**src/rtl/ddr3_osc_power_sequencer_if.sv**
```systemverilog
// ddr3_osc_power_sequencer_if
// Signal bundle between the oscillator-clocked DDR3 power sequencer, the PLL,
// the DDR3 memory pins and the controller's init engine.
// Optional feature macro: DDR3_SEQ_INIT_TIMEOUT_EN (adds init_timeout).
interface ddr3_osc_power_sequencer_if;
    logic       pll_lock;     // PLL lock, asynchronous to the oscillator clock
    logic       init_done;    // init engine finished MRS/ZQ
    logic       ddr_reset_n;  // DDR3 RESET#
    logic       ddr_cke;      // DDR3 CKE
    logic       init_start;   // level request to the init engine
    logic       ready;        // memory usable
    logic       fault;        // sticky lock-loss indication
    logic [2:0] state_o;      // debug view of the sequencer state
`ifdef DDR3_SEQ_INIT_TIMEOUT_EN
    logic       init_timeout; // sticky: init engine never answered
`endif

`ifdef DDR3_SEQ_INIT_TIMEOUT_EN
    modport master (
        input  pll_lock, init_done,
        output ddr_reset_n, ddr_cke, init_start, ready, fault, state_o, init_timeout
    );
    modport slave (
        output pll_lock, init_done,
        input  ddr_reset_n, ddr_cke, init_start, ready, fault, state_o, init_timeout
    );
`else
    modport master (
        input  pll_lock, init_done,
        output ddr_reset_n, ddr_cke, init_start, ready, fault, state_o
    );
    modport slave (
        output pll_lock, init_done,
        input  ddr_reset_n, ddr_cke, init_start, ready, fault, state_o
    );
`endif
endinterface

```
**src/rtl/ddr3_osc_power_sequencer.sv**
```systemverilog
// ddr3_osc_power_sequencer
// Runs from the ECP5 OSCG clock. Waits for a stable PLL lock, holds DDR3
// RESET# low, waits before raising CKE, then hands over to the init engine
// with a start/done handshake. Losing lock once sequencing has begun parks
// the memory pins low and raises a sticky fault.
// Optional feature macro: DDR3_SEQ_INIT_TIMEOUT_EN (init handshake timeout).
module ddr3_osc_power_sequencer #(
    parameter int unsigned LOCK_STABLE_CYC    = 16,
    parameter int unsigned T_RESET_CYC        = 485,
    parameter int unsigned T_CKE_CYC          = 1211,
    parameter int unsigned CNT_W              = 12
`ifdef DDR3_SEQ_INIT_TIMEOUT_EN
   ,parameter int unsigned T_INIT_TIMEOUT_CYC = 4000
`endif
) (
    input  logic                       clk,
    input  logic                       rst,
    ddr3_osc_power_sequencer_if.master bus
);

    typedef enum logic [2:0] {
        S_WAIT_LOCK  = 3'd0,
        S_RESET_HOLD = 3'd1,
        S_CKE_WAIT   = 3'd2,
        S_INIT_REQ   = 3'd3,
        S_RUN        = 3'd4,
        S_FAULT      = 3'd5
    } state_t;

    typedef struct packed {
        logic ddr_reset_n;
        logic ddr_cke;
        logic init_start;
        logic ready;
    } pins_t;

    localparam logic [CNT_W-1:0] LD_LOCK  = CNT_W'(LOCK_STABLE_CYC - 1);
    localparam logic [CNT_W-1:0] LD_RESET = CNT_W'(T_RESET_CYC - 1);
    localparam logic [CNT_W-1:0] LD_CKE   = CNT_W'(T_CKE_CYC - 1);
`ifdef DDR3_SEQ_INIT_TIMEOUT_EN
    localparam logic [CNT_W-1:0] LD_INIT  = CNT_W'(T_INIT_TIMEOUT_CYC - 1);
`endif

    // Pin levels belonging to each state; unused encodings fall to all-low.
    function automatic pins_t pins_for(input state_t s);
        pins_t p;
        p = '0;
        case (s)
            S_CKE_WAIT: p.ddr_reset_n = 1'b1;
            S_INIT_REQ: begin
                p.ddr_reset_n = 1'b1;
                p.ddr_cke     = 1'b1;
                p.init_start  = 1'b1;
            end
            S_RUN: begin
                p.ddr_reset_n = 1'b1;
                p.ddr_cke     = 1'b1;
                p.ready       = 1'b1;
            end
            default: ;
        endcase
        return p;
    endfunction

    logic [1:0]       r_rst_sync;
    logic             w_rst;
    logic             r_lock_meta;
    logic             r_lock_s;
    state_t           r_state;
    state_t           w_state_nxt;
    logic [CNT_W-1:0] r_cnt;
    logic [CNT_W-1:0] w_cnt_nxt;
    logic             w_expire;
    pins_t            r_pins;
    logic             r_fault;
`ifdef DDR3_SEQ_INIT_TIMEOUT_EN
    logic             w_timeout_set;
    logic             r_init_timeout;
`endif

    // Reset synchroniser: assert immediately, release two clk edges later.
    // NOTE: rst reaches every flop asynchronously, but its release is retimed
    // to clk so no flop sees the deassertion inside its recovery window.
    always_ff @(posedge clk or posedge rst) begin
        if (rst) r_rst_sync <= 2'b11;
        else     r_rst_sync <= {r_rst_sync[0], 1'b0};
    end

    assign w_rst = r_rst_sync[1];

    // Double-flop synchroniser for the asynchronous PLL lock.
    // NOTE: clocked state uses <= so both stages sample the pre-edge values;
    // with = the two stages would collapse into one.
    always_ff @(posedge clk or posedge w_rst) begin
        if (w_rst) begin
            r_lock_meta <= 1'b0;
            r_lock_s    <= 1'b0;
        end else begin
            r_lock_meta <= bus.pll_lock;
            r_lock_s    <= r_lock_meta;
        end
    end

    assign w_expire = (r_cnt == '0);

    // Next-state and counter decisions; lock loss outranks every other event.
    // NOTE: every signal gets its default before the case, so no path leaves
    // one unassigned and no latch is inferred.
    always_comb begin
        w_state_nxt = r_state;
        w_cnt_nxt   = w_expire ? r_cnt : r_cnt - CNT_W'(1);
`ifdef DDR3_SEQ_INIT_TIMEOUT_EN
        w_timeout_set = 1'b0;
`endif
        case (r_state)
            S_WAIT_LOCK: begin
                if (!r_lock_s) begin
                    w_cnt_nxt = LD_LOCK;
                end else if (w_expire) begin
                    w_state_nxt = S_RESET_HOLD;
                    w_cnt_nxt   = LD_RESET;
                end
            end
            S_RESET_HOLD: begin
                if (!r_lock_s) begin
                    w_state_nxt = S_FAULT;
                end else if (w_expire) begin
                    w_state_nxt = S_CKE_WAIT;
                    w_cnt_nxt   = LD_CKE;
                end
            end
            S_CKE_WAIT: begin
                if (!r_lock_s) begin
                    w_state_nxt = S_FAULT;
                end else if (w_expire) begin
                    w_state_nxt = S_INIT_REQ;
`ifdef DDR3_SEQ_INIT_TIMEOUT_EN
                    w_cnt_nxt   = LD_INIT;
`endif
                end
            end
            S_INIT_REQ: begin
                if (!r_lock_s) begin
                    w_state_nxt = S_FAULT;
                end else if (bus.init_done) begin
                    w_state_nxt = S_RUN;
`ifdef DDR3_SEQ_INIT_TIMEOUT_EN
                end else if (w_expire) begin
                    w_state_nxt   = S_FAULT;
                    w_timeout_set = 1'b1;
`endif
                end
            end
            S_RUN: begin
                if (!r_lock_s) w_state_nxt = S_FAULT;
            end
            S_FAULT: begin
                if (r_lock_s) begin
                    w_state_nxt = S_WAIT_LOCK;
                    w_cnt_nxt   = LD_LOCK;
                end
            end
            default: begin
                w_state_nxt = S_WAIT_LOCK;
                w_cnt_nxt   = LD_LOCK;
            end
        endcase
    end

    // State, counter and registered (glitch-free) memory pins.
    always_ff @(posedge clk or posedge w_rst) begin
        if (w_rst) begin
            r_state <= S_WAIT_LOCK;
            r_cnt   <= LD_LOCK;
            r_pins  <= '0;
            r_fault <= 1'b0;
        end else begin
            r_state <= w_state_nxt;
            r_cnt   <= w_cnt_nxt;
            r_pins  <= pins_for(w_state_nxt);
            r_fault <= r_fault | (w_state_nxt == S_FAULT);
        end
    end

`ifdef DDR3_SEQ_INIT_TIMEOUT_EN
    // Sticky record that the init engine never answered in time.
    always_ff @(posedge clk or posedge w_rst) begin
        if (w_rst) r_init_timeout <= 1'b0;
        else       r_init_timeout <= r_init_timeout | w_timeout_set;
    end

    assign bus.init_timeout = r_init_timeout;
`endif

    assign bus.ddr_reset_n = r_pins.ddr_reset_n;
    assign bus.ddr_cke     = r_pins.ddr_cke;
    assign bus.init_start  = r_pins.init_start;
    assign bus.ready       = r_pins.ready;
    assign bus.fault       = r_fault;
    assign bus.state_o     = r_state;

endmodule
```
**src/flat_wrapper.sv**
```systemverilog
// flat-port wrapper written by rule: the top's interface ports become plain ports
module ddr3_osc_power_sequencer_flat 
#(
    parameter int unsigned LOCK_STABLE_CYC    = 16,
    parameter int unsigned T_RESET_CYC        = 485,
    parameter int unsigned T_CKE_CYC          = 1211,
    parameter int unsigned CNT_W              = 12

)
  (clk, rst, bus_pll_lock, bus_init_done, bus_ddr_reset_n, bus_ddr_cke, bus_init_start, bus_ready, bus_fault, bus_state_o);
  ddr3_osc_power_sequencer_if bus_i ();
  input  logic clk;
  input  logic rst;
  input wire logic [$bits(bus_i.pll_lock)-1:0] bus_pll_lock;
  input wire logic [$bits(bus_i.init_done)-1:0] bus_init_done;
  output wire logic [$bits(bus_i.ddr_reset_n)-1:0] bus_ddr_reset_n;
  output wire logic [$bits(bus_i.ddr_cke)-1:0] bus_ddr_cke;
  output wire logic [$bits(bus_i.init_start)-1:0] bus_init_start;
  output wire logic [$bits(bus_i.ready)-1:0] bus_ready;
  output wire logic [$bits(bus_i.fault)-1:0] bus_fault;
  output wire logic [$bits(bus_i.state_o)-1:0] bus_state_o;
  assign bus_i.pll_lock = bus_pll_lock;
  assign bus_i.init_done = bus_init_done;
  assign bus_ddr_reset_n = bus_i.ddr_reset_n;
  assign bus_ddr_cke = bus_i.ddr_cke;
  assign bus_init_start = bus_i.init_start;
  assign bus_ready = bus_i.ready;
  assign bus_fault = bus_i.fault;
  assign bus_state_o = bus_i.state_o;
  ddr3_osc_power_sequencer #(.LOCK_STABLE_CYC(LOCK_STABLE_CYC), .T_RESET_CYC(T_RESET_CYC), .T_CKE_CYC(T_CKE_CYC), .CNT_W(CNT_W)) u_core (.clk(clk), .rst(rst), .bus(bus_i));
endmodule
```
**config.mk**
```make
export PLATFORM = sky130hd
export DESIGN_NAME = ddr3_osc_power_sequencer_flat
export DESIGN_NICKNAME = d
export VERILOG_FILES = /design/src/rtl/ddr3_osc_power_sequencer_if.sv /design/src/rtl/ddr3_osc_power_sequencer.sv /design/src/flat_wrapper.sv
export SDC_FILE = /design/constraint.sdc
export NUM_CORES = 1
export LEC_CHECK = 0
export BUFFER_PORTS_ARGS = -buffer_cell sky130_fd_sc_hd__buf_2
export CORE_ASPECT_RATIO = 1.75
export CORE_MARGIN = 5
export CORE_UTILIZATION = 47
export CTS_CLUSTER_SIZE = 30
export DETAILED_ROUTE_END_ITERATION = 7
export PLACE_DENSITY = 0.73
export SLEW_MARGIN = 0
export SYNTH_ARGS = -nofsm -noshare
export SYNTH_HDL_FRONTEND = slang
export SYNTH_SLANG_ARGS = --single-unit
```
**constraint.sdc**
```tcl
create_clock -name clk -period 1.9 [get_ports clk]
set_clock_uncertainty 0.15 [all_clocks]
set_input_delay 0.19 -clock clk [delete_from_list [all_inputs] [get_ports clk]]
set_output_delay 0.19 -clock clk [all_outputs]
set_load 0.03 [all_outputs]
```
# Word level (Yosys, flattened, before mapping)
# Cells that the tools add are included.
# W data, S select, Z words.
# word_totals
reg_bits	24
input_bits	4
word_cells	48
# op_classes
add_sub_neg	1
n_eq_ne	9
bitwise_logic	1
mux	22
reduce_logical	5
# ops
cell	n
$mux W12	6
$pmux W12 S4	1
$mux W3	10
$pmux W3 S6	1
$eq A3 B2 Y1 const B	4
$eq A3 B3 Y1 const B	4
$logic_not A12 Y1	1
$sub A12 B1 Y12 const B	1
$reduce_or A3 Y1	2
$mux W1	4
$eq A3 B1 Y1 const B	1
$logic_not A3 Y1	1
$reduce_or A2 Y1	1
$or A1 B1 Y1	1

# Logic depth before layout (Yosys ltp)
# Gate-level depths: netlist of run 1.
# logic_depth
ltp_word	7
depth_mapped	9
ltp_nobuf	8

# Least setup slack after synthesis of run 1
# Ideal clock, no wire load.
# synth_timing
path_kind	register to register
startpoint	register u_core.r_cnt[0]
endpoint	register u_core.r_cnt[1]
t_arrival_ns	1.873
path_slack_ns	-0.218
stages_incl_launch_ff	9
cell_sequence	dfstp_2 -> inv_1 -> ha_1 -> nor3b_2 -> and4_1 -> buf_6 -> clkinv_2 -> nor3_2 -> or4_1
# synth_between
elab_chain_cells	5
# synth_rtl
element	line	text
from (decl)	ddr3_osc_power_sequencer.sv:71	logic [CNT_W-1:0] r_cnt;
from (signal assigned)	ddr3_osc_power_sequencer.sv:179	r_cnt <= w_cnt_nxt;
$sub A12 B1 Y12 / $logic_not A12 Y1 (equally long branches)	ddr3_osc_power_sequencer.sv:111, ddr3_osc_power_sequencer.sv:104	
$mux W12	ddr3_osc_power_sequencer.sv:111	w_cnt_nxt = w_expire ? r_cnt : r_cnt - CNT_W'(1);
$mux W12, on equally long branches	ddr3_osc_power_sequencer.sv:127, ddr3_osc_power_sequencer.sv:119	
$mux W12, on equally long branches	ddr3_osc_power_sequencer.sv:125, ddr3_osc_power_sequencer.sv:117	
$pmux W12 S4 *	ddr3_osc_power_sequencer.sv:115	case (r_state)
via u_core.w_cnt_nxt[1]	ddr3_osc_power_sequencer.sv:72	logic [CNT_W-1:0] w_cnt_nxt;
# Mark *: on every way through the listed nets, which the timed path passes. The rest lies on a longest branch.

# Worst setup path in the final report of run 1
# Same ends and word-level chain as after synthesis.

==> results.sh, run 1 <==
export IMPL_crit_reg_reg_startpoint="u_core.r_cnt[0]"
export IMPL_synth_top_area_share_pct=35.7
export IMPL_total_power_mw=1.96
export IMPL_max_vdd_ir_drop_v=0.000980
export IMPL_dp_slack_ns=-0.0511
export IMPL_post_route_cell_area_sq_mm=0.00165
export IMPL_first_global_vias=1242
export IMPL_initial_core_util_pct=47.4
export IMPL_postCtsSetupBuffers=0
export IMPL_layout_nets=177
export IMPL_p_clk_share_pct=17.5
export IMPL_globalRouteTotalUtil_pct=18.1
export IMPL_p_per_area_mw_per_mm2=1190
export IMPL_yosysTopAreaCell="sky130_fd_sc_hd__dfrtp_1"
export IMPL_clock_path_buffers=2
export IMPL_internal_power_mw=1.20
export IMPL_drcViolationCount=0
export IMPL_place_area_sq_mm=0.00154
export IMPL_cellLeakagePower_nw=0.783
export IMPL_setup_violations_final=0
export IMPL_net_switching_power_uw=762
export IMPL_maxClockFrequency_mhz=527
export IMPL_grt_ovfl_total=0
export IMPL_post_route_cells_drive_above_1_share_pct=36.5
export IMPL_syn_area_sq_mm=0.00126
export IMPL_global_route_usage_met1_pct=18.2
export IMPL_ios=12
export IMPL_critical_path_reg2reg_endpoint="u_core.r_cnt[1]"
export IMPL_synth_cells=133
export IMPL_sequential_power_share_pct=36.3
export IMPL_swShare_pct=38.8
export IMPL_outcome="finished clean"
export IMPL_gp_congestion=0.845
export IMPL_cp_endpoint="u_core.r_cnt[1]"
export IMPL_routed_via_count=1168
export IMPL_wire_per_inst_microns=16.6
export IMPL_clock_sink_count=24
export IMPL_grt_start_max_net_pins=23
export IMPL_setup_worst_path_class="reg -> reg"
export IMPL_final_cell_count_no_fill=197
export IMPL_timing_final_crit_period_ns=1.90
export IMPL_synth_fp_nets=139
export IMPL_drt_iter0_drc=35
export IMPL_setup_total_negative_slack_ns=0
export IMPL_clock_slew_at_the_register_clock_pins_of_the_worst_setup_and_hold_paths_ns=0.08
export IMPL_hp_class="in -> reg"
export IMPL_end_kind="flop"
export IMPL_worstSkewPairLatency_ns=0.26
export IMPL_inserted_diodes=0
export IMPL_synth_edf_count=0
export IMPL_rsz0062_at_grt="yes"
export IMPL_viasPerCell=5.93
export IMPL_dp_cells=191
export IMPL_timing_critical_path_fanout_max=7
export IMPL_synth_warning_count=0
export IMPL_synth_top_cells_by_area="sky130_fd_sc_hd__dfrtp_1, sky130_fd_sc_hd__dfstp_2, sky130_fd_sc_hd__o21ai_0, sky130_fd_sc_hd__a21oi_1, sky130_fd_sc_hd__nand2_1"
export IMPL_synthDistinctLibCells=44
export IMPL_h_tree_depth=1
export IMPL_final_hold_viol_count=0
export IMPL_worst_ep_arrival_time_ns=1.93
export IMPL_drt_wl_total_mm=3.26
export IMPL_combPwrFrac_pct=46.3
export IMPL_fp_coreArea_sq_mm=0.00266
export IMPL_placement_rows=25
export IMPL_critPathRequiredTime_ns=1.93
export IMPL_cts_inserted_buffers=3
export IMPL_register_name_with_the_most_flops="u_core.r_cnt"
export IMPL_setup_slack_ns=0.00261
export IMPL_groute_layer_met2_usage_pct=34.4
export IMPL_grt_antenna_before_repair=0
export IMPL_largest_reg_flops=12
export IMPL_mostFrequentLayoutCells="sky130_fd_sc_hd__buf_4, sky130_fd_sc_hd__dfrtp_1, sky130_fd_sc_hd__o21ai_0"
export IMPL_grt_met3_usage_pct=2.28
export IMPL_layout_commonest_cell="sky130_fd_sc_hd__buf_4"
export IMPL_critPathLaunchType="flop"
export IMPL_grt_most_used_layer="met2"
export IMPL_die_x_microns=49.2
export IMPL_drt_antenna_violating_nets=0
export IMPL_ctsRootBufferMaster="sky130_fd_sc_hd__clkbuf_8"
export IMPL_synth_async_sr_flop_share_pct=100
export IMPL_die_height_microns=78.5
export IMPL_rr_worst_depth=7
export IMPL_dr_pass1_iters=4
export IMPL_io_buffers=11
export IMPL_grt_pass1_wl_mm=5.51
export IMPL_timing_max_transition_violations_final=0
export IMPL_ys_flop_type="sky130_fd_sc_hd__dfrtp_1"
export IMPL_setup_reg_to_reg_worst_slack_ns=0.003
export IMPL_detailedPlacementHpwl_mm=2.45
export IMPL_synth_yosys_seq_area_share_pct=48.2
export IMPL_setup_worst_path_start="u_core.r_cnt[0]"
export IMPL_final_min_period_over_clock_period_pct=99.9
export IMPL_floorplan_die_area_sq_mm=0.00386
export IMPL_layout_area_overhead_vs_synth_pct=30.7
export IMPL_postSynthRegisterBits=24
export IMPL_syn_avg_cell_area_sq_um=9.48
export IMPL_tritoncts="yes"
export IMPL_maxCapViolations=0
==> Yosys cell counts, drive strengths merged (2+ instances only) <==
library cell,instances
o31ai,2
nand3,7
mux2i,2
nor3,7
nor2,8
o21ai,14
clkbuf,3
ha,2
or4,3
buf,3
or3,2
a21oi,9
nor4,3
dfrtp,18
a21o,2
xor2,3
inv,7
nand2,11
dfstp,6
==> worst min path at each step <==
stage,startpoint,to,depth (start not counted)
detailed placement,rst,u_core.r_rst_sync[0],2
CTS,bus_init_done,u_core.bus.state_o[1],4
global route,bus_init_done,u_core.bus.state_o[1],4
finish,bus_init_done,u_core.bus.state_o[1],4
global placement,rst,u_core.r_rst_sync[1],2
floorplan,rst,u_core.r_rst_sync[0],1
==> worst max-delay path, stage by stage, from the launching register on <==
cell and delay (ns):
sky130_fd_sc_hd__dfstp_2 0.55, sky130_fd_sc_hd__inv_2 0.05, sky130_fd_sc_hd__ha_4 0.15, sky130_fd_sc_hd__nor3b_4 0.15
sky130_fd_sc_hd__and4_4 0.17, sky130_fd_sc_hd__clkinv_4 0.08, sky130_fd_sc_hd__nor3_4 0.05, sky130_fd_sc_hd__or4_1 0.47
==> per-layer routing <==
layer / routed length, microns / part of all wire [%] / vias up
met3: 83 / 2.5 / 15
li1: - / - / 555
met1: 1200 / 37 / 564
met2: 1840 / 56 / 34
met5: 0 / 0 / -
met4: 146 / 4.5 / 0
==> through the flow <==
step / util (%) / hold WS, ns
2_1_floorplan: - / -0.0485
3_3_place_gp: 58.0 / 0.0548
3_5_place_dp: 58.0 / 0.0629
4_1_cts: 60.9 / 0.104
5_1_grt: 62.0 / 0.127
6_report: 62.0 / 0.107
==> kinds of logic after synthesis <==
kind of cell             synth area share, %
adder cells (fa/ha/maj)                 1.98
AND/OR/NAND/NOR                         23.0
multiplexers                            1.59
XOR/XNOR                                2.78
flip-flops                              48.2
buffers and inverters                   5.06
other                                  0.297
AO/OA/AOI/OAI                           17.1
==> power groups by stage <==
| stage | Clock, mW | Combinational (mW) | Sequential [mW] |
|---|---|---|---|
| CTS | 0.351 | 0.866 | 0.713 |
| detailed placement | 0 | 0.855 | 0.723 |
| global route | 0.375 | 0.996 | 0.730 |
| finish | 0.343 | 0.909 | 0.713 |
| global placement | 0 | 0.836 | 0.720 |
| floorplan | 0 | 0.429 | 0.808 |
==> timing repair <==
item,in CTS,in global routing
setup endpoints to repair,4,7
hold endpoints to repair,3,0
cloned,0,0
hold buffers,2,0
gates resized for setup,2,9
pin swaps,0,0
==> cell type report <==
class	count	area [sq um]
Clock buffer	4	55.1
Fill cell	212	1010
Inverter	8	35.0
Multi-Input combinational cell	95	646
Sequential cell	24	608
Tap cell	27	33.8
Timing Repair Buffer	39	270
No activity file was read; power rests on OpenSTA's default activity.
==> inputs of run 2 (changes only) <==
--- a/config.mk
+++ b/config.mk
@@ -11,7 +11,7 @@
 export CORE_UTILIZATION = 47
 export CTS_CLUSTER_SIZE = 30
 export DETAILED_ROUTE_END_ITERATION = 7
-export PLACE_DENSITY = 0.73
+export PLACE_DENSITY = 0.67
 export SLEW_MARGIN = 0
 export SYNTH_ARGS = -nofsm -noshare
 export SYNTH_HDL_FRONTEND = slang
==> run 2 against run 1 <==
Against the previous run:
- routed wire length shrank 4.8%
- global-route usage shrank 0.64 points
- core utilization grew 0.42 points
- clock power grew 32%
- sequential power grew 4.6%
- flip-flop and latch count is the same
- cell area grew 0.68%
- cell count shrank 1.0%
- via count shrank 2.0%
- critical endpoint unchanged
- largest cell class unchanged
- largest power group unchanged
- highest routed layer unchanged
==> results.sh, run 2 (synthesis results as in run 1) <==
export IMPL_tritoncts="yes"
export IMPL_net_switching_power_uw=765
export IMPL_setup_worst_path_class="reg -> reg"
export IMPL_cellLeakagePower_nw=0.783
export IMPL_mostFrequentLayoutCells="sky130_fd_sc_hd__buf_4, sky130_fd_sc_hd__dfrtp_1, sky130_fd_sc_hd__o21ai_0"
export IMPL_placement_rows=25
export IMPL_outcome="finished clean"
export IMPL_end_kind="flop"
export IMPL_setup_reg_to_reg_worst_slack_ns=0.01
export IMPL_internal_power_mw=1.28
export IMPL_hold_end="u_core.bus.state_o[1]"
export IMPL_clock_slew_at_the_register_clock_pins_of_the_worst_setup_and_hold_paths_ns=0.09
export IMPL_critical_path_reg2reg_endpoint="u_core.r_cnt[1]"
export IMPL_critPathRequiredTime_ns=1.95
export IMPL_post_route_cell_area_sq_mm=0.00166
export IMPL_die_x_microns=49.2
export IMPL_h_tree_depth=1
export IMPL_p_per_area_mw_per_mm2=1230
export IMPL_crit_reg_reg_startpoint="u_core.r_cnt[1]"
export IMPL_clock_path_buffers=2
export IMPL_critical_path_slowest_cell="sky130_fd_sc_hd__dfstp_2"
export IMPL_inserted_diodes=0
export IMPL_clock_sink_count=24
export IMPL_dr_pass1_iters=4
export IMPL_rsz0062_at_grt="yes"
export IMPL_timing_max_transition_violations_final=0
export IMPL_total_power_mw=2.04
export IMPL_hold_path_startpoint="bus_init_done"
export IMPL_drt_wl_total_mm=3.11
export IMPL_holdWs_ns=0.0869
export IMPL_first_global_vias=1177
export IMPL_grt_start_max_net_pins=23
export IMPL_swShare_pct=37.5
export IMPL_die_height_microns=78.5
export IMPL_rr_worst_depth=7
export IMPL_final_min_period_over_clock_period_pct=99.4
export IMPL_layout_nets=175
export IMPL_largest_reg_flops=12
export IMPL_routed_via_count=1145
export IMPL_place_area_sq_mm=0.00153
export IMPL_gp_congestion=0.846
export IMPL_timing_worst_slew_pin_value_ns=0.499
export IMPL_setup_total_negative_slack_ns=0
export IMPL_cts_inserted_buffers=3
export IMPL_timing_hold_worst_path_depth=4
export IMPL_timing_critical_path_slowest_cell_delay_ns=0.55
export IMPL_worst_ep_arrival_time_ns=1.94
export IMPL_layout_area_overhead_vs_synth_pct=31.5
export IMPL_hp_class="in -> reg"
export IMPL_sequential_power_share_pct=36.6
export IMPL_grt_antenna_before_repair=0
export IMPL_post_route_cells_drive_above_1_share_pct=35.7
export IMPL_maxClockFrequency_mhz=529
export IMPL_floorplan_die_area_sq_mm=0.00386
export IMPL_worst_slew_margin_rel_pct=66.5
export IMPL_critical_path_buffer_and_inverter_count=2
export IMPL_detailedPlacementHpwl_mm=2.26
export IMPL_register_name_with_the_most_flops="u_core.r_cnt"
export IMPL_layout_filler_cells=222
export IMPL_io_buffers=11
export IMPL_initial_core_util_pct=47.4
export IMPL_globalRouteTotalUtil_pct=17.4
export IMPL_grt_ovfl_total=0
export IMPL_drcViolationCount=0
export IMPL_layout_commonest_cell="sky130_fd_sc_hd__buf_4"
export IMPL_viasPerCell=5.87
export IMPL_maxCapViolations=0
export IMPL_wire_per_inst_microns=15.9
export IMPL_combPwrFrac_pct=41.2
export IMPL_drt_antenna_violating_nets=0
export IMPL_ios=12
export IMPL_final_hold_viol_count=0
export IMPL_ctsRootBufferMaster="sky130_fd_sc_hd__clkbuf_8"
export IMPL_drt_iter0_drc=26
export IMPL_timing_critical_path_fanout_max=7
export IMPL_p_clk_share_pct=22.3
export IMPL_critPathLaunchType="flop"
export IMPL_grt_pass1_wl_mm=5.31
export IMPL_worstSkewPairLatency_ns=0.27
export IMPL_timing_final_crit_period_ns=1.89
export IMPL_setup_violations_final=0
export IMPL_fp_coreArea_sq_mm=0.00266
export IMPL_critical_path_cell_chain="inv_2 > ha_4 > nor3b_4 > and4_4 > clkinv_4 > nor3_4 > or4_4"
export IMPL_max_vdd_ir_drop_v=0.000754
export IMPL_cpLargestDelayFamily="simple AND/OR/NAND/NOR gates"
[run 2: what timing repair did]
item | CTS | global route
hold endpoints to repair | 3 | 0
setup endpoints to repair | 5 | 7
cloned | 0 | 0
hold buffers | 2 | 0
resized for setup | 3 | 10
setup buffers | 0 | 0
[run 2: final cells by class]
| type | count | area, sq um | area share (%) |
|---|---|---|---|
| clock inverter | 1 | 30.0 | 1.81 |
| clock buffer | 3 | 41.3 | 2.49 |
| inverter | 8 | 35.0 | 2.11 |
| tap | 27 | 33.8 | 2.04 |
| timing repair buffer | 37 | 259 | 15.6 |
| sequential | 24 | 608 | 36.7 |
| multi-input combinational | 95 | 652 | 39.3 |
[run 2: routing by layer]
| metal | track usage, % | wire length, microns |
|---|---|---|
| met1 | 19.2 | 1240 |
| met2 | 31.0 | 1700 |
| met3 | 2.28 | 66 |
| met4 | 9.97 | 99 |
| met5 | 0 | 0 |
[run 2: power by group through the flow]
| stage | clock, mW | sequential, mW | combinational (mW) |
|---|---|---|---|
| after floorplan | 0 | 0.808 | 0.429 |
| after global placement | 0 | 0.744 | 0.771 |
| after detailed placement | 0 | 0.750 | 0.787 |
| after CTS | 0.462 | 0.742 | 0.806 |
| after global routing | 0.484 | 0.762 | 0.917 |
| final | 0.454 | 0.746 | 0.841 |
[run 2: worst min-delay path, stage by stage]
cell and delay [ns]:
sky130_fd_sc_hd__buf_2 0.11, sky130_fd_sc_hd__nand2_1 0.05, sky130_fd_sc_hd__nand3_1 0.07, sky130_fd_sc_hd__nand2_1 0.05
[run 2: how the worst max path moves through the flow]
stage | startpoint | to | slack [ns] | cells past startpoint
global route | u_core.r_cnt[1] | u_core.r_cnt[6] | -0.05 | 8
global placement | u_core.r_cnt[1] | u_core.r_cnt[1] | -0.002 | 7
detailed placement | u_core.r_cnt[1] | u_core.r_cnt[1] | -0.06 | 7
CTS | u_core.r_cnt[1] | u_core.r_cnt[1] | -0.008 | 7
finish | u_core.r_cnt[1] | u_core.r_cnt[1] | 0.01 | 7
floorplan | u_core.r_cnt[1] | u_core.r_cnt[1] | -0.06 | 8
[run 2: per-stage QoR]
| step | utilization, % | cells | setup slack [ns] |
|---|---|---|---|
| after floorplan | - | 133 | -0.0598 |
| after global placement | 57.4 | 189 | -0.00227 |
| after detailed placement | 57.4 | 189 | -0.0611 |
| after CTS | 61.0 | 195 | -0.00782 |
| after global routing | 62.4 | 195 | -0.0467 |
| final | 62.4 | 195 | 0.0106 |
